`src/rtl/score_digit_if.sv`:
```
`default_nettype none
// =============================================================================
// score_digit_if : score load handshake and scanned-digit display bus   Rev 1.0
// =============================================================================
interface score_digit_if #(
  parameter int SCORE_W = 10,
  parameter int DIGITS  = 3
);
  logic [SCORE_W-1:0]  score_in;
  logic                score_load;
  logic                busy;
  logic                overflow;
  logic [4*DIGITS-1:0] bcd_out;
  logic [3:0]          digit_num;
  logic [DIGITS-1:0]   digit_sel;

  modport master (
    output score_in, score_load,
    input  busy, overflow, bcd_out, digit_num, digit_sel
  );

  modport slave (
    input  score_in, score_load,
    output busy, overflow, bcd_out, digit_num, digit_sel
  );
endinterface
`default_nettype wire

```
`src/rtl/score_digit_driver.sv`:
```
`default_nettype none
// =============================================================================
// score_digit_driver : binary score -> BCD (double dabble), scanned digit drive
// Rev 1.0
// =============================================================================
module score_digit_driver #(
  parameter int SCORE_W  = 10,
  parameter int DIGITS   = 3,
  parameter int SCAN_DIV = 50000
) (
  input  logic         clk,
  input  logic         rst_n,
  score_digit_if.slave bus
);
  localparam logic [1:0] ST_IDLE    = 2'd0;
  localparam logic [1:0] ST_CONVERT = 2'd1;
  localparam logic [1:0] ST_COMMIT  = 2'd2;

  localparam int SCR_W     = SCORE_W + 4;
  localparam int NIB       = ((SCR_W + 3) / 4 > DIGITS) ? (SCR_W + 3) / 4 : DIGITS;
  localparam int PAD_W     = 4 * NIB;
  localparam int BIT_CNT_W = $clog2(SCORE_W + 1);
  localparam int SCAN_W    = (SCAN_DIV > 1) ? $clog2(SCAN_DIV) : 1;
  localparam int IDX_W     = (DIGITS > 1) ? $clog2(DIGITS) : 1;
  localparam int MAX_VAL   = 10 ** DIGITS - 1;

  logic [1:0]           state_q, state_d;
  logic [SCORE_W-1:0]   shift_q, shift_d;
  logic [SCR_W-1:0]     scratch_q, scratch_d;
  logic [BIT_CNT_W-1:0] bit_cnt_q, bit_cnt_d;
  logic                 ovf_pend_q, ovf_pend_d;
  logic [4*DIGITS-1:0]  bcd_q, bcd_d;
  logic                 overflow_q, overflow_d;
  logic [SCAN_W-1:0]    scan_cnt_q, scan_cnt_d;
  logic [IDX_W-1:0]     scan_idx_q, scan_idx_d;
  logic [3:0]           digit_num_q, digit_num_d;
  logic [DIGITS-1:0]    sel_pre_q, sel_pre_d;
  logic [DIGITS-1:0]    digit_sel_q, digit_sel_d;

  logic [31:0]          score_ext;
  logic [PAD_W-1:0]     scratch_ext;
  logic [PAD_W-1:0]     scratch_adj;
  logic [DIGITS-1:0]    digit_lit;
  logic                 scan_wrap;
  logic                 unused_bits;

  assign score_ext   = 32'(bus.score_in);
  assign scratch_ext = PAD_W'(scratch_q);
  assign unused_bits = ^{scratch_adj[PAD_W-1:SCR_W-1], scratch_ext[PAD_W-1:4*DIGITS]};

  // Add-3 correction on every nibble that would exceed 9 after the shift
  always_comb begin
    scratch_adj = scratch_ext;
    for (int k = 0; k < NIB; k++) begin
      if (scratch_adj[4*k +: 4] >= 4'd5) begin
        scratch_adj[4*k +: 4] = scratch_adj[4*k +: 4] + 4'd3;
      end
    end
  end

  always_comb begin
    state_d    = state_q;
    shift_d    = shift_q;
    scratch_d  = scratch_q;
    bit_cnt_d  = bit_cnt_q;
    ovf_pend_d = ovf_pend_q;
    bcd_d      = bcd_q;
    overflow_d = overflow_q;
    case (state_q)
      ST_IDLE: begin
        if (bus.score_load) begin
          shift_d    = bus.score_in;
          scratch_d  = '0;
          bit_cnt_d  = '0;
          ovf_pend_d = (score_ext > 32'(MAX_VAL));
          state_d    = ST_CONVERT;
        end
      end
      ST_CONVERT: begin
        {scratch_d, shift_d} = {scratch_adj[SCR_W-2:0], shift_q, 1'b0};
        bit_cnt_d = bit_cnt_q + BIT_CNT_W'(1);
        if (bit_cnt_q == BIT_CNT_W'(SCORE_W - 1)) begin
          state_d = ST_COMMIT;
        end
      end
      ST_COMMIT: begin
        bcd_d      = ovf_pend_q ? {DIGITS{4'h9}} : scratch_ext[4*DIGITS-1:0];
        overflow_d = ovf_pend_q;
        state_d    = ST_IDLE;
      end
      default: state_d = ST_IDLE;
    endcase
  end

  // A digit above the units is lit only if it or some higher digit is nonzero
  for (genvar k = 0; k < DIGITS; k++) begin : g_lit
    if (k == 0) begin : g_units
      assign digit_lit[k] = 1'b1;
    end else begin : g_upper
      assign digit_lit[k] = |bcd_q[4*DIGITS-1:4*k];
    end
  end

  always_comb begin
    scan_wrap  = (scan_cnt_q == SCAN_W'(SCAN_DIV - 1));
    scan_cnt_d = scan_wrap ? '0 : scan_cnt_q + SCAN_W'(1);
    scan_idx_d = scan_idx_q;
    if (scan_wrap) begin
      scan_idx_d = (scan_idx_q == IDX_W'(DIGITS - 1)) ? '0 : scan_idx_q + IDX_W'(1);
    end
    digit_num_d = '0;
    sel_pre_d   = '1;
    for (int k = 0; k < DIGITS; k++) begin
      if (scan_idx_d == IDX_W'(k)) begin
        digit_num_d = bcd_q[4*k +: 4];
        if (digit_lit[k]) begin
          sel_pre_d = ~(DIGITS'(1) << k);
        end
      end
    end
    // Select trails the digit code by one cycle to line up with the decoder register
    digit_sel_d = sel_pre_q;
  end

  always_ff @(posedge clk) begin
    if (!rst_n) begin
      state_q     <= ST_IDLE;
      shift_q     <= '0;
      scratch_q   <= '0;
      bit_cnt_q   <= '0;
      ovf_pend_q  <= 1'b0;
      bcd_q       <= '0;
      overflow_q  <= 1'b0;
      scan_cnt_q  <= '0;
      scan_idx_q  <= '0;
      digit_num_q <= '0;
      sel_pre_q   <= '1;
      digit_sel_q <= '1;
    end else begin
      state_q     <= state_d;
      shift_q     <= shift_d;
      scratch_q   <= scratch_d;
      bit_cnt_q   <= bit_cnt_d;
      ovf_pend_q  <= ovf_pend_d;
      bcd_q       <= bcd_d;
      overflow_q  <= overflow_d;
      scan_cnt_q  <= scan_cnt_d;
      scan_idx_q  <= scan_idx_d;
      digit_num_q <= digit_num_d;
      sel_pre_q   <= sel_pre_d;
      digit_sel_q <= digit_sel_d;
    end
  end

  assign bus.busy      = (state_q != ST_IDLE);
  assign bus.overflow  = overflow_q;
  assign bus.bcd_out   = bcd_q;
  assign bus.digit_num = digit_num_q;
  assign bus.digit_sel = digit_sel_q;
endmodule
`default_nettype wire

```
`src/flat_wrapper.sv`:
```
// flat-port wrapper written by rule: the top's interface ports become plain ports
module score_digit_driver_flat 
#(
  parameter int SCORE_W  = 10,
  parameter int DIGITS   = 3,
  parameter int SCAN_DIV = 50000
)
  (clk, rst_n, bus_score_in, bus_score_load, bus_busy, bus_overflow, bus_bcd_out, bus_digit_num, bus_digit_sel);
  score_digit_if #(.SCORE_W(SCORE_W), .DIGITS(DIGITS)) bus_i ();
  input  logic clk;
  input  logic rst_n;
  input wire logic [$bits(bus_i.score_in)-1:0] bus_score_in;
  input wire logic [$bits(bus_i.score_load)-1:0] bus_score_load;
  output wire logic [$bits(bus_i.busy)-1:0] bus_busy;
  output wire logic [$bits(bus_i.overflow)-1:0] bus_overflow;
  output wire logic [$bits(bus_i.bcd_out)-1:0] bus_bcd_out;
  output wire logic [$bits(bus_i.digit_num)-1:0] bus_digit_num;
  output wire logic [$bits(bus_i.digit_sel)-1:0] bus_digit_sel;
  assign bus_i.score_in = bus_score_in;
  assign bus_i.score_load = bus_score_load;
  assign bus_busy = bus_i.busy;
  assign bus_overflow = bus_i.overflow;
  assign bus_bcd_out = bus_i.bcd_out;
  assign bus_digit_num = bus_i.digit_num;
  assign bus_digit_sel = bus_i.digit_sel;
  score_digit_driver #(.SCORE_W(SCORE_W), .DIGITS(DIGITS), .SCAN_DIV(SCAN_DIV)) u_core (.clk(clk), .rst_n(rst_n), .bus(bus_i));
endmodule
```
`config.mk`:
```
export PLATFORM = sky130hd
export DESIGN_NAME = score_digit_driver_flat
export DESIGN_NICKNAME = d
export VERILOG_FILES = /design/src/rtl/score_digit_if.sv /design/src/rtl/score_digit_driver.sv /design/src/flat_wrapper.sv
export SDC_FILE = /design/constraint.sdc
export NUM_CORES = 1
export LEC_CHECK = 0
export ABC_CLOCK_PERIOD_IN_PS = 1700
export BUFFER_PORTS_ARGS = -buffer_cell sky130_fd_sc_hd__clkbuf_2
export CORE_ASPECT_RATIO = 1.4
export CORE_UTILIZATION = 52
export DETAILED_ROUTE_END_ITERATION = 10
export PLACE_DENSITY = 0.75
export SKIP_LAST_GASP = 1
export SLEW_MARGIN = 20
export SYNTH_ARGS = -nofsm -noshare
export SYNTH_HDL_FRONTEND = slang
export SYNTH_SLANG_ARGS = --single-unit
```
`constraint.sdc`:
```
create_clock -name clk -period 1.7 [get_ports clk]
set_input_delay 0.34 -clock clk [delete_from_list [all_inputs] [get_ports clk]]
set_output_delay 0.34 -clock clk [all_outputs]
set_load 0.02 [all_outputs]
```
# == Word-level counts from Yosys, hierarchy flattened ==
# Cells that the tools add are included.
# word_totals
regBits,72
inputBits,13
output_inout_bits,21
word_cells,68
# classes
addsub,7
order_cmp,5
eq_ne,9
n_mux,24
bitwise_logic,1
reduce_logical,10
# ops
cell,n
$mux W4,7
$pmux W14 S2,1
$pmux W10 S2,1
$add A16 B1 Y16 const B,1
$eq A16 B16 Y1 const B,1
$mux W14,1
$add A4 B2 Y4 const B,3
$ge A4 B3 Y1 const B,3
$mux W12,1
$gt A10 B10 Y1 const B,1
$mux W10,1
$mux W2,5
$mux W3,3
$pmux W4 S2,1
$reduce_or A8 Y1,1
$eq A2 B2 Y1 const B,3
$reduce_and A2 Y1,3
$add A4 B1 Y4 const B,1
$eq A2 B1 Y1 const B,2
$eq A4 B4 Y1 const B,1
$logic_not A2 Y1,2
$pmux W2 S2,1
$reduce_bool A2 Y1,2
$reduce_or A4 Y1,1
other kinds (8),9

# == Longest topological paths before layout ==
# logic_depth
ltp_word,9
mapped_depth,7

# == Worst setup path after synthesis ==
# Ideal clock, no wire load.
# synth_path
path_type,register to register
startpoint,reg u_core.scan_cnt_q[5]
endpoint,"reg u_core.sel_pre_q[0], in the netlist u_core.digit_sel_d[0]"
setup_time_ns,0.061
arrival_ns,1.794
required_time_ns,1.639
setup_slack_ns,-0.154
path_stages_with_launch,6
path_buffers,1
cell_sequence,dfxtp_1 or4b_4 nor4_4 buf_4 mux2_2 nand2_1
# synth_via
elab_chain_len,8
word_cells_on_any_way,10
# synth_lines
element,line,rtl
"start, declared",score_digit_driver.sv:34,"logic [SCAN_W-1:0] scan_cnt_q, scan_cnt_d;"
"start signal, assigned",score_digit_driver.sv:147,scan_cnt_q <= scan_cnt_d;
$eq A16 B16 Y1 *,score_digit_driver.sv:105,scan_wrap = (scan_cnt_q == SCAN_W'(SCAN_DIV - 1));
$mux W2 *,score_digit_driver.sv:108,if (scan_wrap) begin
$logic_not A2 Y1,score_digit_driver.sv:114,if (scan_idx_d == IDX_W'(k)) begin
$mux W1,score_digit_driver.sv:114,
$mux W2,score_digit_driver.sv:116,if (digit_lit[k]) begin
$mux W3,score_digit_driver.sv:114,
$mux W3,score_digit_driver.sv:116,
$mux W3 *,score_digit_driver.sv:114,
"end signal, assigned",score_digit_driver.sv:150,sel_pre_q <= sel_pre_d;
"end, declared",score_digit_driver.sv:37,"logic [DIGITS-1:0] sel_pre_q, sel_pre_d;"
# Mark *: on every way between the ends. The rest lies on a longest branch, timed or not.
# A chain may end at the register's enable or synchronous reset.

# == Worst setup path in the final report ==
# layout_path
startpoint,reg u_core.scan_cnt_q[4]
endpoint,"reg u_core.digit_num_q[2], in the netlist u_core.bus.digit_num[2]"
# layout_via
elab_chain_len,6
word_cells_on_any_way,8
# layout_lines
element,line,rtl
$eq A16 B16 Y1 *,score_digit_driver.sv:105,
$mux W2 *,score_digit_driver.sv:108,
$logic_not A2 Y1,score_digit_driver.sv:114,
$mux W4 (2 in series),score_digit_driver.sv:114,
$mux W4 *,score_digit_driver.sv:114,
"end signal, assigned",score_digit_driver.sv:149,digit_num_q <= digit_num_d;
"end, declared",score_digit_driver.sv:36,"logic [3:0] digit_num_q, digit_num_d;"
# Marks and branches as above.

==> key figures <==
Critical path
  – R2R cell count: 6
  – Crit-path cells: or4bb_4, nor4_4, buf_6, buf_12, mux2i_1, o21ai_1
  – R2R setup slack: -110 ps
  – CP Capture Type: register
  – Crit-path leading delay family: simple AND/OR/NAND/NOR gates
  – CP Max Fanout: 7
  – Largest stage delay, worst path: approximately 550 ps
  – CP Class: reg2reg
  – Critical R2R Launch: u_core.scan_cnt_q[4]
  – Critical path's slowest cell: or4bb_4
  – R2R Path End: u_core.bus.digit_num[2]
  – Startpoint types: register
  – Worst EP arrival: 2050 ps
  – CP bufs+invs: 2
  – Required @ worst endpoint: a little under 2000 ps

Placed design
  – Port Buf Inserts: 33
  – Placed cell areas: 0.00368 sq mm
  – Final GP Congestion: 0.815
  – Post-DP HPWL: 4790 um

Die
  – Die Wd: a little under 70 um
  – Die H: 95.2 um
  – Placeable Area: 0.00590 sq mm
  – I/O pin total: 34
  – Initial Utilization: between 50 and 60%
  – Rows: 33
  – Die area: 0.00652 sq mm

Power and ir drop
  – Switch Pwr: 0.751 mW
  – Gate power share: 6.5%
  – Pint: 2.48 mW
  – Total power per unit cell area: 826 mW/mm^2
  – Reg power frac: 52.6%
  – Worst vdd ir: 0.622 mV
  – Clk pwr share: 40.9%
  – Total power: 3.23 mW
  – Switching portion of total power: approximately a quarter
  – Leakage: 1.46 nW

Synth
  – Mapped Area: 0.00322 sq mm
  – Most common cell in the synthesized netlist: dfxtp_1
  – Ys Warns: 0
  – Mapped Cells: 369
  – Synth top area share: 43.5%
  – Seq/Total Area, Yosys: 43.5%
  – Post-Syn Area per Cell: 8.74 sq um
  – Syn_nets: 391
  – Most frequent cells after synthesis: dfxtp_1 (70), nand2_1 (35), nor2_1 (35)
  – Ranking of synthesized cells by area: dfxtp_1 (43%), a21boi_0 (4.2%), nand2_1 (4.1%), nor2_1 (4.1%), xnor2_1 (3.8%)
  – Post-synth ARST share: 0%
  – Yosys cell types: 39
  – Main synth FF type: dfxtp_1
  – Number of enable flip-flop cells after synthesis: 0
  – FF+latch count, synth: 70
  – Area leader, netlist: dfxtp_1

Timing
  – Slew HR: 58.7%
  – Tcrit/Tclk final: 107%
  – Worst Max-Slew Pin Slew: ~620 ps
  – Worst setup margin: -113 ps
  – RSZ-0062 raised after global routing: true
  – Highest Clock Rate: between 500 and 600 MHz
  – Clock skew: about 7.1 ps
  – Post-route minimum period: 1810 ps
  – Final Hold Fails: 0
  – Fin. max-slew vios: 0
  – Final setup vio count: 25

Route
  – Pre-antenna DRT Iters: 4
  – Vias/cell: 5.47
  – Remaining antenna violation count: 0
  – DRC viols: 0
  – Final wirelength: 6560 um
  – Routed len/inst: about 13 um
  – Vias: 2744
  – Initial drt markers: 120

Finish
  – Antenna diodes: 0
  – Area Overhead vs Synth: 21.2%
  – Layout cell share with drive strength beyond 1: 22.7%
  – Fillers: 484
  – Design area: 0.00391 sq mm
  – Final nets: 449

GRT
  – Number of global-route vias before repair: 2657
  – Initial antenna violation count: 0
  – Grt total ovfl: 0
  – Global-route wire length before repair: 11300 um
  – Largest net degree at the start of global routing: 34
  – Gr usage total: roughly 23%

Outcome
  – Status: finished with violations
  – Violated checks: negative setup slack

Clock tree
  – CTS buffer count: 9
  – Clock tree from TritonCTS: done
  – Later-pin clock latency in the skew report: between 300 and 400 ps
  – CTS Buffer Depth: 2
  – Root Buffer: clkbuf_8
  – Reg clk slew, reported paths: 70 ps
  – CTS Sinks: 70
  – Clock H-tree levels: 3

Hold path
  – Hold Path Origin: bus_score_in[0]
  – Hold Crit Depth: 3
  – WHS Endpoint: u_core.shift_q[0]
  – Min-delay worst type: in2reg

Run
  – Max-Cap Viols: 0
==> timing repair <==
action | 4_1_cts | 5_1_grt
endpoints found under the setup margin | 25 | 25
buffers inserted | 0 | 0
gates resized for setup | 5 | 1
hold buffers | 0 | 0
pin swaps | 0 | 1
==> worst reg2reg max path, stage by stage (launching register included) <==
cell and delay (ps):
dfxtp_1 320, or4bb_4 550, nor4_4 290, buf_6 170, buf_12 110, mux2i_1 170
o21ai_1 80
==> routing by layer <==
| layer | vias to the layer above | wire (um) | GRT usage (%) |
|---|---|---|---|
| met2 | 49 | 3350 | 39.8 |
| met4 | 0 | 187 | 12.5 |
| met5 | - | 0 | 0 |
| met1 | 1282 | 2800 | 25.2 |
| met3 | 16 | 223 | 5.98 |
| li1 | 1397 | - | - |
==> area by class of cell <==
type                    instances  area, sq um  area share [%]
repair buffers                 67          460            11.8
clock inverters                 6         61.3            1.57
flip-flops and latches         70         1400            35.9
well taps                      70         87.6            2.24
multi-input cells             269         1720            44.0
clock buffers                  10          138            3.52
inverters                      10         37.5           0.961
==> power by group through the flow <==
stage	clock [mW]	sequential, mW	combinational [mW]
final	1.32	1.70	0.211
after global placement	0	1.73	0.205
after floorplan	0	1.73	0.134
after detailed placement	0	1.74	0.209
after global routing	1.45	1.70	0.238
after CTS	1.36	1.70	0.213
==> logic make-up (layout without fill, tap and decap cells) <==
logic type,after synthesis,in the layout,share of synthesized area (%)
AOI/OAI and AO/OA,58,58,12.2
xor gates and xnor gates,19,19,5.16
adders and majority gates,9,9,3.49
buffers and inverters,30,93,3.76
DFF,70,70,43.5
muxes,13,13,4.19
and+or+nand+nor,170,170,27.7
==> worst max-delay path by stage <==
stage | startpoint | endpoint | slack, ps | cells after the start
after detailed placement | u_core.scan_cnt_q[8] | u_core.bus.digit_num[0] | -140 | 5
after CTS | u_core.scan_cnt_q[8] | u_core.bus.digit_num[2] | -110 | 6
after global placement | u_core.scan_cnt_q[4] | u_core.digit_sel_d[1] | -80 | 5
after global routing | u_core.scan_cnt_q[8] | u_core.bus.digit_num[2] | -160 | 6
final | u_core.scan_cnt_q[4] | u_core.bus.digit_num[2] | -110 | 6
after floorplan | u_core.scan_cnt_q[8] | u_core.digit_sel_d[0] | -130 | 5
==> cell usage in the layout, fill, tap and decap left out, types with 6 or more instances in the layout <==
cell type	instances
a21boi_0	18
a21oi_1	7
buf_4	28
clkbuf_2	33
clkbuf_8	10
dfxtp_1	68
ha_1	9
inv_1	10
mux2i_1	9
nand2_1	34
nand2b_1	10
nand3_1	15
nand3b_1	6
nor2_1	35
nor2b_1	10
nor3_1	24
nor3b_1	7
o21ai_0	13
or3_1	6
xnor2_1	13
==> sequential cells by signal, indices dropped and copies added, names as in the netlist <==
| register | cells |
|---|---|
| u_core.bit_cnt_q | 4 |
| u_core.bus.bcd_out | 12 |
| u_core.bus.digit_num | 4 |
| u_core.bus.digit_sel | 3 |
| u_core.bus.overflow | 1 |
| u_core.digit_sel_d | 3 |
| u_core.ovf_pend_q | 1 |
| u_core.scan_cnt_q | 16 |
| u_core.scan_idx_q | 2 |
| u_core.scratch_q | 12 |
| u_core.shift_q | 10 |
| u_core.state_q | 2 |
==> metrics by stage <==
step	TNS [ps]	setup slack (ps)	std cells	utilization, %	hold WS, ps
finish	-1960	-113	502	66.2	225
global route	-3050	-155	502	66.2	221
CTS	-1990	-115	502	66.1	217
detailed placement	-1910	-137	486	62.4	395
floorplan	-1320	-130	369	-	386
global placement	-1170	-79.0	486	62.4	389
(Power assumes the default switching activity.)
